<file path="config.mk">
export PLATFORM = sky130hd
export DESIGN_NAME = seq_event_logger
export DESIGN_NICKNAME = d
export VERILOG_FILES = /design/src/rtl/seq_event_logger.sv
export SDC_FILE = /design/constraint.sdc
export NUM_CORES = 1
export LEC_CHECK = 0
export CAP_MARGIN = 20
export CORE_ASPECT_RATIO = 1.1
export CORE_MARGIN = 2
export CORE_UTILIZATION = 35
export CTS_CLUSTER_DIAMETER = 100
export DETAILED_ROUTE_END_ITERATION = 6
export PLACE_DENSITY = 0.54
export SLEW_MARGIN = 20
export SYNTH_ARGS = -nofsm -noshare
export SYNTH_HDL_FRONTEND = slang
export SYNTH_SLANG_ARGS = --single-unit
export TNS_END_PERCENT = 20
</file>
<file path="constraint.sdc">
create_clock -name clk -period 7.8 [get_ports clk]
set_clock_uncertainty 0.05 [all_clocks]
set_input_delay 1.95 -clock clk [delete_from_list [all_inputs] [get_ports clk]]
set_output_delay 1.95 -clock clk [all_outputs]
set_load 0.02 [all_outputs]
</file>
<file path="src/rtl/seq_event_logger.sv">
// seq_event_logger: timestamps qualified detector events into a FWFT FIFO
// drained over valid/ready; keeps a saturating event count and sticky overflow.
module seq_event_logger #(
    parameter int TS_W      = 16,
    parameter int DEPTH     = 8,
    parameter int CNT_W     = 16,
    parameter bit EDGE_MODE = 1'b0
) (
    input  logic                    clk,
    input  logic                    rst,
    input  logic                    det,
    input  logic                    en,
    input  logic                    clr,
    output logic                    rd_valid,
    input  logic                    rd_ready,
    output logic [TS_W-1:0]         rd_data,
    output logic [$clog2(DEPTH):0]  fifo_level,
    output logic [CNT_W-1:0]        event_count,
    output logic                    overflow
);

    localparam int AW = $clog2(DEPTH);
    localparam int LW = AW + 1;
    localparam logic [LW-1:0] FULL_LVL = LW'(DEPTH);

    logic [TS_W-1:0]  ts;
    logic             det_q;
    logic [AW-1:0]    wr_ptr;
    logic [AW-1:0]    rd_ptr;
    logic [LW-1:0]    level;
    logic [TS_W-1:0]  mem [DEPTH];
    logic [CNT_W-1:0] cnt;
    logic             ovf;

    logic sclr;
    logic evt;
    logic full;
    logic pop;
    logic push;
    logic drop;

    assign sclr = rst | clr;

    always_comb begin
        evt = en & det;
        if (EDGE_MODE) begin
            evt = en & det & ~det_q;
        end
    end

    assign full = (level == FULL_LVL);
    assign rd_valid = (level != '0);
    assign pop = rd_valid & rd_ready;

    // A full FIFO still accepts an event when the head leaves the same cycle.
    assign push = evt & (~full | pop);
    assign drop = evt & full & ~pop;

    // Gated so the output reads zero after reset, when storage is stale.
    assign rd_data = rd_valid ? mem[rd_ptr] : '0;

    assign fifo_level  = level;
    assign event_count = cnt;
    assign overflow    = ovf;

    always_ff @(posedge clk) begin
        if (sclr) begin
            ts     <= '0;
            det_q  <= 1'b0;
            wr_ptr <= '0;
            rd_ptr <= '0;
            level  <= '0;
            cnt    <= '0;
            ovf    <= 1'b0;
        end else begin
            det_q <= det;
            if (en) begin
                ts <= ts + 1'b1;
            end
            if (push) begin
                wr_ptr <= wr_ptr + 1'b1;
            end
            if (pop) begin
                rd_ptr <= rd_ptr + 1'b1;
            end
            unique case ({push, pop})
                2'b10:   level <= level + 1'b1;
                2'b01:   level <= level - 1'b1;
                default: level <= level;
            endcase
            if (evt && (cnt != '1)) begin
                cnt <= cnt + 1'b1;
            end
            if (drop) begin
                ovf <= 1'b1;
            end
        end
    end

    always_ff @(posedge clk) begin
        if (push && !sclr) begin
            mem[wr_ptr] <= ts;
        end
    end

endmodule

</file>
==> results.py, run 1 <==
metrics = {
    "outcome": {
        "result_of_the_run": "finished, final reports clean",
    },
    "pwr": {
        "share_comb_of_total_power": 0.027,
        "power.share.switching": 0.201,
        "total_power_after_layout_w": 0.00181,
        "pwr-share-seq": 0.544,
        "worst_ir_drop_vdd_v": 0.000145,
        "power.leakage_nw": 2.50,
        "pwr-share-clk": 0.428,
        "internal-power_w": 0.00145,
        "powerDensity_nw_per_um2": 218,
        "power.net_switching_w": 0.000365,
    },
    "floorplanning": {
        "num_rows": 54,
        "die_height_um": 153,
        "initial_utilization": 0.355,
        "floorplan.io_pins": 44,
        "chipWidth_um": 139,
        "die_area_um2": 21200,
        "core_region_area_um2": 19800,
    },
    "clocking": {
        "number_of_buffers_added_by_the_clock_tree_synthesis_step": 17,
        "numClockSinks": 174,
        "hold_buffers": 0,
        "clock_tree_from_tritoncts": "built",
        "cts.reportedPaths.clkPinSlew_ps": 60,
        "ctsLongestPathBuffers": 2,
        "clock_insertion_delay_worst_skew_ps": 420,
        "cts-htree-levels": 4,
        "root_buffer": "clkbuf_16",
        "cts_post_setup_buffers_inserted": 0,
        "post_cts_resize_count": 0,
    },
    "cells_and_area": {
        "areaGrowthSynthToFinish_pct": 18.5,
        "layout.nets": 530,
        "sequential_cell_area_um2": 4770,
        "multi_input_comb_area_um2": 2170,
        "antenna_cells": 0,
        "fillers": 1803,
        "drive_gt1_frac": 0.154,
        "fin_cells": 784,
    },
    "synth": {
        "synth-warning-count": 0,
        "avgSynthCellArea_um2": 15.0,
        "seq_area_frac_synth": 0.677,
        "postSynthCellCount": 468,
        "synth_cell_types": 44,
        "synthFlopType": "edfxtp_1",
        "netlist_area_um2": 7030,
        "synth-seq-cells": 174,
        "number_of_enable_type_register_cells_in_the_synthesized_netlist": 128,
        "postSynthNetCount": 479,
        "postSynth.asyncResetShare": 0,
    },
    "detailed_routing": {
        "drtPass1Iterations": 4,
        "routed-wl-met3_um": 427,
        "drt-initial-drc-count": 321,
        "route.antenna.remaining_nets": 0,
        "met1_length_um": 6490,
        "viasPerCell": 5.18,
        "routed_wl_per_cell_um": 18.5,
        "routed.top_layer": "met4",
        "vias": 4064,
        "routed_wirelength_um": 14500,
        "met2WireLength_um": 7390,
        "drc": 0,
    },
    "sta": {
        "hold_viol_final": 0,
        "max_slew.worst_pin.slew_ps": 996,
        "finalWorstSetupSlack_ps": 2860,
        "fin_crit_ps": 4940,
        "setup-tns-final_ps": 0,
        "drv_slew": 0,
        "fin_crit_sh": 0.634,
        "grt_setup_unrepaired": "false",
        "setup_viol": 0,
        "relSlewSlack": 0.335,
        "upper_clock_frequency_limit_ghz": 0.202,
    },
    "setup_path": {
        "worst_r2r_endpoint": "mem[3][7]$_DFFE_PP_",
        "cp_data_required_time_ps": 5800,
        "timing.critical_path.slowest_cell_delay_ps": 800,
        "worst_r2r_startpoint": "fifo_level[1]$_SDFFE_PP0P_",
        "reg2regPathDepth": 5,
        "worst-r2r-setup-slack_ps": 5120,
        "timing.critical_path.arrival_ps": 2940,
        "timing.critical_path.to_type": "primary output",
        "crit_fanout": 17,
        "setup.worst_path.start_class": "flop",
        "cpMaxStageDelayCell": "nor2_2",
        "cell_by_cell_trace_of_the_critical_path": "or3_1, nor2_2, inv_1, clkdlybuf4s50_1",
        "path_class": "flop to primary output",
    },
    "global_route": {
        "grt_antenna_before_repair": 0,
        "globalRouteTotalUtil": 0.143,
        "grt_start_max_net_pins": 43,
        "globalRoute.totalOverflow": 0,
        "global_route_wire_length_before_repair_um": 23400,
        "first_global_vias": 4221,
    },
    "placement": {
        "preCtsSetupSlack_ps": 2890,
        "dp_hpwl_um": 9210,
        "final_weighted_congestion_in_routability_driven_placement": 0.830,
        "placed_cells": 752,
        "port_buffers": 43,
    },
    "min_path": {
        "holdPathEnd": "overflow$_SDFFE_PP0P_",
        "worstHoldPathCells": 2,
        "hold_path_startpoint": "overflow$_SDFFE_PP0P_",
        "hold_path.class": "flop to flop",
    },
    "run": {
        "max_cap_viol_count": 0,
    },
}
## power by group through the flow
stage / Sequential, W / Clock [W] / Combinational (W)
after detailed placement: 0.00101 / 0 / 0.0000504
final: 0.000988 / 0.000777 / 0.0000497
after floorplan: 0.00101 / 0 / 0.0000306
after CTS: 0.000987 / 0.000801 / 0.0000505
after global placement: 0.00101 / 0 / 0.0000496
after global routing: 0.000987 / 0.000839 / 0.0000541
## registers in the layout (all words and copies together) (netlist names), named ones only
register	cells
event_count	16
fifo_level	4
mem	128
overflow	1
rd_ptr	3
ts	16
wr_ptr	3
## metrics by stage
| step | utilization | hold WS (ps) | instance area, µm² |
|---|---|---|---|
| after detailed placement | 0.393 | 420 | 7780 |
| after global placement | 0.393 | 418 | 7780 |
| after floorplan | - | 404 | 7030 |
| after CTS | 0.421 | 435 | 8330 |
| after global routing | 0.421 | 472 | 8340 |
| final | 0.421 | 427 | 8340 |
## worst max-delay path, delay by kind of cell, from the launching register on
| kind | cells | cell delay (ps) |
|---|---|---|
| buffers and inverters | 2 | 810 |
| flip-flops | 1 | 370 |
| AND/OR/NAND/NOR | 2 | 1330 |
## area by class of cell
cell class                 count  area share
sequential                   174       0.572
multi-input combinational    266       0.261
timing repair buffer          54      0.0615
clock buffer                  21      0.0540
tap                          252      0.0378
clock inverter                11      0.0114
inverter                       6     0.00270
## worst max path at each step
stage                               startpoint                    to  slack, ps
finish              fifo_level[0]$_SDFFE_PP0P_              rd_valid       2860
global route        fifo_level[0]$_SDFFE_PP0P_              rd_valid       2640
CTS                 fifo_level[0]$_SDFFE_PP0P_              rd_valid       2810
detailed placement                          en  mem[3][11]$_DFFE_PP_       2890
global placement                           clr  mem[3][13]$_DFFE_PP_       3000
floorplan                                   en   mem[0][0]$_DFFE_PP_       3200
## routing by layer
layer | vias to the layer above | global-route usage
li1 | 1922 | -
met1 | 2050 | 0.183
met2 | 74 | 0.243
met3 | 18 | 0.0324
met4 | 0 | 0.0457
met5 | - | 0
## logic make-up after synthesis
kind of cell	count (synthesis)	share of synthesized area
adder cells (fa/ha/maj)	5	0.00890
AO/OA/AOI/OAI	53	0.0471
buffers and inverters	28	0.0158
flip-flops	174	0.677
AND/OR/NAND/NOR	141	0.100
XOR/XNOR	13	0.0162
multiplexers	54	0.134
## cells in the final DEF, fill, tap and decap left out, types with 3 or more instances in the layout
cell and instances:
a21oi_1 20, and3_1 3, buf_4 11, clkbuf_1 3
clkbuf_16 17, clkdlybuf4s50_1 43, clkinvlp_4 7, dfxtp_1 45
edfxtp_1 128, ha_1 5, inv_1 6, mux2i_1 20
mux4_2 32, nand2_1 23, nand2b_1 3, nand3_1 7
nand4_1 11, nor2_1 49, nor3_1 8, nor4_1 4
o211ai_1 3, o21ai_0 14, o31ai_1 6, or3_1 13
or4_1 5, xnor2_1 5, xor2_1 8
## cells in the mapped netlist, types with 6 or more instances
| library cell | instances | area share |
|---|---|---|
| nand4_1 | 11 | 0.0098 |
| edfxtp_1 | 128 | 0.55 |
| mux4_2 | 32 | 0.10 |
| xor2_1 | 8 | 0.010 |
| dfxtp_1 | 46 | 0.13 |
| nand2_1 | 23 | 0.012 |
| o31ai_1 | 6 | 0.0064 |
| o21ai_0 | 14 | 0.010 |
| a21oi_1 | 20 | 0.014 |
| inv_1 | 6 | 0.0032 |
| nor2_1 | 49 | 0.026 |
| nand3_1 | 7 | 0.0050 |
| clkbuf_1 | 15 | 0.0080 |
| nor3_1 | 10 | 0.0071 |
| mux2i_1 | 20 | 0.028 |
| or3_1 | 13 | 0.012 |
Power figures use the tool's default switching activity.
==> run 2: changes to the inputs <==
==> constraint.sdc (replaced) <==
create_clock -name clk -period 4.9 [get_ports clk]
set_clock_uncertainty 0.05 [all_clocks]
set_input_delay 1.225 -clock clk [delete_from_list [all_inputs] [get_ports clk]]
set_output_delay 1.225 -clock clk [all_outputs]
set_load 0.02 [all_outputs]
==> run 2 against run 1 <==
Die area is the same. Worst hold slack gained 7.1 ps. Core utilization grew 0.34 points. Global-route usage increased by 0.20 points. Clock-buffer cell count down 4. Sequential share of layout area down 0.46 points. Critical endpoint is now rd_data[2].
==> results.py, run 2 (synthesis gave the netlist of run 1 again) <==
metrics = {
    "outcome": {
        "result_of_the_run": "finished, final reports clean",
    },
    "setup_path": {
        "timing.critical_path.arrival_ps": 2780,
        "path_class": "flop to primary output",
        "worst-r2r-setup-slack_ps": 2390,
        "crit_fanout": 17,
        "timing.critical_path.to_type": "primary output",
        "setup.worst_path.start_class": "flop",
        "cp_data_required_time_ps": 3620,
    },
    "pwr": {
        "total_power_after_layout_w": 0.00299,
        "power.leakage_nw": 2.55,
        "worst_ir_drop_vdd_v": 0.000218,
        "powerDensity_nw_per_um2": 355,
    },
    "floorplanning": {
        "core_region_area_um2": 19800,
        "floorplan.io_pins": 44,
        "chipWidth_um": 139,
        "die_area_um2": 21200,
        "initial_utilization": 0.355,
        "num_rows": 54,
        "die_height_um": 153,
    },
    "sta": {
        "fin_crit_ps": 4050,
        "upper_clock_frequency_limit_ghz": 0.247,
        "fin_crit_sh": 0.827,
        "setup_viol": 0,
        "relSlewSlack": 0.304,
        "max_slew.worst_pin.slew_ps": 1040,
        "hold_viol_final": 0,
        "setup-tns-final_ps": 0,
        "drv_slew": 0,
        "grt_setup_unrepaired": "false",
    },
    "clocking": {
        "ctsLongestPathBuffers": 2,
        "post_cts_resize_count": 0,
        "numClockSinks": 174,
        "cts-htree-levels": 4,
        "cts.reportedPaths.clkPinSlew_ps": 60,
        "number_of_buffers_added_by_the_clock_tree_synthesis_step": 17,
        "root_buffer": "clkbuf_16",
        "hold_buffers": 0,
        "clock_tree_from_tritoncts": "built",
        "clock_insertion_delay_worst_skew_ps": 420,
        "cts_post_setup_buffers_inserted": 0,
    },
    "cells_and_area": {
        "largest_reg_flops": 128,
        "fin_util": 0.424,
        "drive_gt1_frac": 0.166,
        "antenna_cells": 0,
        "regMostFlops": "mem",
        "areaGrowthSynthToFinish_pct": 19.5,
        "layout.cells.most_common_list": "edfxtp_1, nor2_1, dfxtp_1",
        "layout.nets": 533,
        "mostFrequentLayoutCell": "edfxtp_1",
        "fin_cells": 787,
    },
    "detailed_routing": {
        "viasPerCell": 5.21,
        "routed_wirelength_um": 14800,
        "drtPass1Iterations": 7,
        "drc": 0,
        "routed_wl_per_cell_um": 18.8,
        "route.antenna.remaining_nets": 0,
        "drt-initial-drc-count": 373,
        "vias": 4101,
    },
    "global_route": {
        "globalRoute.totalOverflow": 0,
        "grt_start_max_net_pins": 42,
        "globalRouteTotalUtil": 0.145,
        "global_route_wire_length_before_repair_um": 23600,
        "first_global_vias": 4221,
        "grt_antenna_before_repair": 0,
    },
    "placement": {
        "final_weighted_congestion_in_routability_driven_placement": 0.806,
        "port_buffers": 43,
        "placed_cells": 755,
        "dp_hpwl_um": 9080,
    },
    "run": {
        "max_cap_viol_count": 0,
    },
    "min_path": {
        "hold_path.class": "flop to flop",
    },
}
[run 2: cell types whose count changed in the layout (fill, tap and decap cells not counted), moves of 2 or more]
cell | previous run | this run
clkbuf_1 | 3 | 0
clkinv_2 | 1 | 3
inv_6 | 0 | 6
clkinvlp_4 | 7 | 3
buf_4 | 11 | 13
clkinv_1 | 2 | 0
[run 2: layout make-up]
class | instances | area, µm²
clock inverters | 15 | 159
repair buffers | 57 | 548
fillers | 1790 | 11400
well taps | 252 | 315
multi-input cells | 266 | 2170
clock buffers | 17 | 425
flip-flops and latches | 174 | 4770
inverters | 6 | 22.5
[run 2: worst max-delay path, cell delays in order, from the launching register on]
cell	delay [ps]
dfxtp_2	760
buf_12	270
mux4_2	520
mux2i_1	190
nor2_1	70
clkdlybuf4s50_1	540
[run 2: final timing paths]
| path | start | end | cells after the start |
|---|---|---|---|
| setup / recovery | flop | rd_data[2] | 5 |
| hold / removal | overflow$_SDFFE_PP0P_ | overflow$_SDFFE_PP0P_ | 2 |
| setup reg to reg | fifo_level[3]$_SDFFE_PP0P_ | fifo_level[2]$_SDFFE_PP0P_ | 7 |
| hold reg to reg | overflow$_SDFFE_PP0P_ | overflow$_SDFFE_PP0P_ | 2 |
[run 2: metal layers]
layer | share of wire | global-route usage
met5 | 0 | 0
met4 | 0.015 | 0.0467
met3 | 0.037 | 0.0321
met2 | 0.51 | 0.248
met1 | 0.44 | 0.184
[run 2: power breakdown]
group / switching, W / internal, W / leakage, nW
clock network: 0.000575 / 0.000758 / 0.281
logic: 0.0000446 / 0.0000349 / 0.747
registers: 0.00000643 / 0.00157 / 1.52
total: 0.000626 / 0.00236 / 2.55
[run 2: through the flow]
stage / setup slack, ps / instance area [µm²] / hold slack (ps)
after floorplan: 1030 / 7030 / 404
after global placement: 1240 / 7820 / 407
after detailed placement: 1230 / 7820 / 421
after CTS: 773 / 8400 / 441
after global routing: 647 / 8400 / 474
final: 847 / 8400 / 434
==> run 3: changes to the inputs <==
==> constraint.sdc (replaced) <==
create_clock -name clk -period 3.8 [get_ports clk]
set_clock_uncertainty 0.05 [all_clocks]
set_input_delay 0.95 -clock clk [delete_from_list [all_inputs] [get_ports clk]]
set_output_delay 0.95 -clock clk [all_outputs]
set_load 0.02 [all_outputs]
==> run 3 against run 2 <==
Power increased by 34%. Core utilization rose by 0.49 points. Register-to-register slack got worse by 1000 ps. Cell area increased by 1.2%. Routed wire length fell by 1.2%. Clock power grew 41%. Critical endpoint is now rd_data[6]. Largest power group unchanged.
==> results.py, run 3 (synthesis gave the netlist of run 1 again) <==
metrics = {
    "floorplanning": {
        "core_region_area_um2": 19800,
        "floorplan.io_pins": 44,
        "initial_utilization": 0.355,
        "die_area_um2": 21200,
        "chipWidth_um": 139,
        "die_height_um": 153,
        "num_rows": 54,
    },
    "clocking": {
        "clock_tree_from_tritoncts": "built",
        "cts_post_setup_buffers_inserted": 0,
        "clock_insertion_delay_worst_skew_ps": 420,
        "post_cts_resize_count": 0,
        "cts.reportedPaths.clkPinSlew_ps": 60,
        "root_buffer": "clkbuf_16",
        "number_of_buffers_added_by_the_clock_tree_synthesis_step": 17,
        "cts-htree-levels": 4,
        "ctsLongestPathBuffers": 2,
        "hold_buffers": 0,
        "numClockSinks": 174,
    },
    "detailed_routing": {
        "routed_wl_per_cell_um": 18.5,
        "vias": 4126,
        "route.antenna.remaining_nets": 0,
        "drt-initial-drc-count": 330,
        "viasPerCell": 5.21,
        "drc": 0,
        "drtPass1Iterations": 4,
        "routed_wirelength_um": 14600,
    },
    "sta": {
        "fin_crit_sh": 0.952,
        "fin_crit_ps": 3620,
        "max_slew.worst_pin.slew_ps": 1070,
        "drv_slew": 0,
        "setup-tns-final_ps": 0,
        "grt_setup_unrepaired": "false",
        "upper_clock_frequency_limit_ghz": 0.276,
        "setup_viol": 0,
        "relSlewSlack": 0.278,
        "hold_viol_final": 0,
    },
    "cells_and_area": {
        "layout.cells.most_common_list": "edfxtp_1, nor2_1, dfxtp_1",
        "areaGrowthSynthToFinish_pct": 20.9,
        "drive_gt1_frac": 0.170,
        "multi_input_comb_area_um2": 2170,
        "mostFrequentLayoutCell": "edfxtp_1",
        "sequential_cell_area_um2": 4770,
        "largest_reg_flops": 128,
        "fin_cells": 792,
        "layout.nets": 538,
        "antenna_cells": 0,
        "fillers": 1775,
        "regMostFlops": "mem",
    },
    "placement": {
        "port_buffers": 43,
        "final_weighted_congestion_in_routability_driven_placement": 0.751,
        "dp_hpwl_um": 9060,
        "placed_cells": 760,
    },
    "setup_path": {
        "worst-r2r-setup-slack_ps": 1390,
        "worst_r2r_endpoint": "fifo_level[2]$_SDFFE_PP0P_",
        "reg2regPathDepth": 7,
        "cp_data_required_time_ps": 2800,
        "worst_r2r_startpoint": "fifo_level[3]$_SDFFE_PP0P_",
        "setup.worst_path.start_class": "flop",
        "timing.critical_path.arrival_ps": 2620,
        "timing.critical_path.to_type": "primary output",
        "crit_fanout": 12,
        "worstSetupStartpoint": "fifo_level[0]$_SDFFE_PP0P_",
        "path_class": "flop to primary output",
    },
    "outcome": {
        "result_of_the_run": "finished, final reports clean",
    },
    "global_route": {
        "groute.layer.met1.usage": 0.191,
        "top_usage_layer": "met2",
        "first_global_vias": 4181,
        "globalRouteTotalUtil": 0.143,
        "grtUsageMet3": 0.0308,
        "grt_start_max_net_pins": 42,
        "grt_antenna_before_repair": 0,
        "grtUsageMet2": 0.234,
        "globalRoute.totalOverflow": 0,
        "global_route_wire_length_before_repair_um": 23400,
    },
    "pwr": {
        "power.leakage_nw": 2.60,
        "worst_ir_drop_vdd_v": 0.000311,
        "powerDensity_nw_per_um2": 472,
    },
    "min_path": {
        "holdPathEnd": "overflow$_SDFFE_PP0P_",
        "worstHoldPathCells": 2,
        "hold_path.class": "flop to flop",
        "hold_path_startpoint": "overflow$_SDFFE_PP0P_",
    },
    "run": {
        "max_cap_viol_count": 0,
    },
}
-- run 3: worst max path at each step --
stage | to | slack [ps] | depth (start not counted)
floorplan | mem[0][0]$_DFFE_PP_ | 200 | 6
global placement | rd_data[5] | 610 | 5
detailed placement | mem[0][9]$_DFFE_PP_ | 560 | 6
CTS | rd_data[5] | 120 | 5
global route | rd_data[4] | 70 | 5
finish | rd_data[6] | 180 | 5
-- run 3: area by class of cell --
cell class	count	share of cell area
flip-flops and latches	174	0.561
multi-input cells	266	0.255
repair buffers	62	0.0689
clock buffers	17	0.0500
well taps	252	0.0371
clock inverters	15	0.0258
inverters	6	0.00265
-- run 3: metrics by stage --
step           worst slack (ps)  hold slack, ps  power (W)   util  area, µm²
2_1_floorplan               202             404    0.00213      -       7030
3_3_place_gp                612             413    0.00217  0.397       7860
3_5_place_dp                561             417    0.00218  0.397       7860
4_1_cts                     125             431    0.00405  0.429       8500
5_1_grt                    70.3             473    0.00413  0.429       8500
6_report                    183             427    0.00401  0.429       8500
-- run 3: worst max-delay path, stage by stage, from the launching register on --
cell and delay [ps]:
dfxtp_1 380, or3_1 530, nor2_2 360, buf_4 300, nor2_1 80, clkdlybuf4s50_1 530
-- run 3: per-layer routing --
| metal | wire, µm | vias to the layer above |
|---|---|---|
| met3 | 563 | 13 |
| met1 | 6630 | 2078 |
| met4 | 176 | 0 |
| li1 | - | 1943 |
| met5 | 0 | - |
| met2 | 7270 | 92 |
-- run 3: where the power goes --
part | switching [W] | internal, W
Clock | 0.000712 | 0.00116
Sequential | 0.00000631 | 0.00202
Combinational | 0.0000599 | 0.0000462
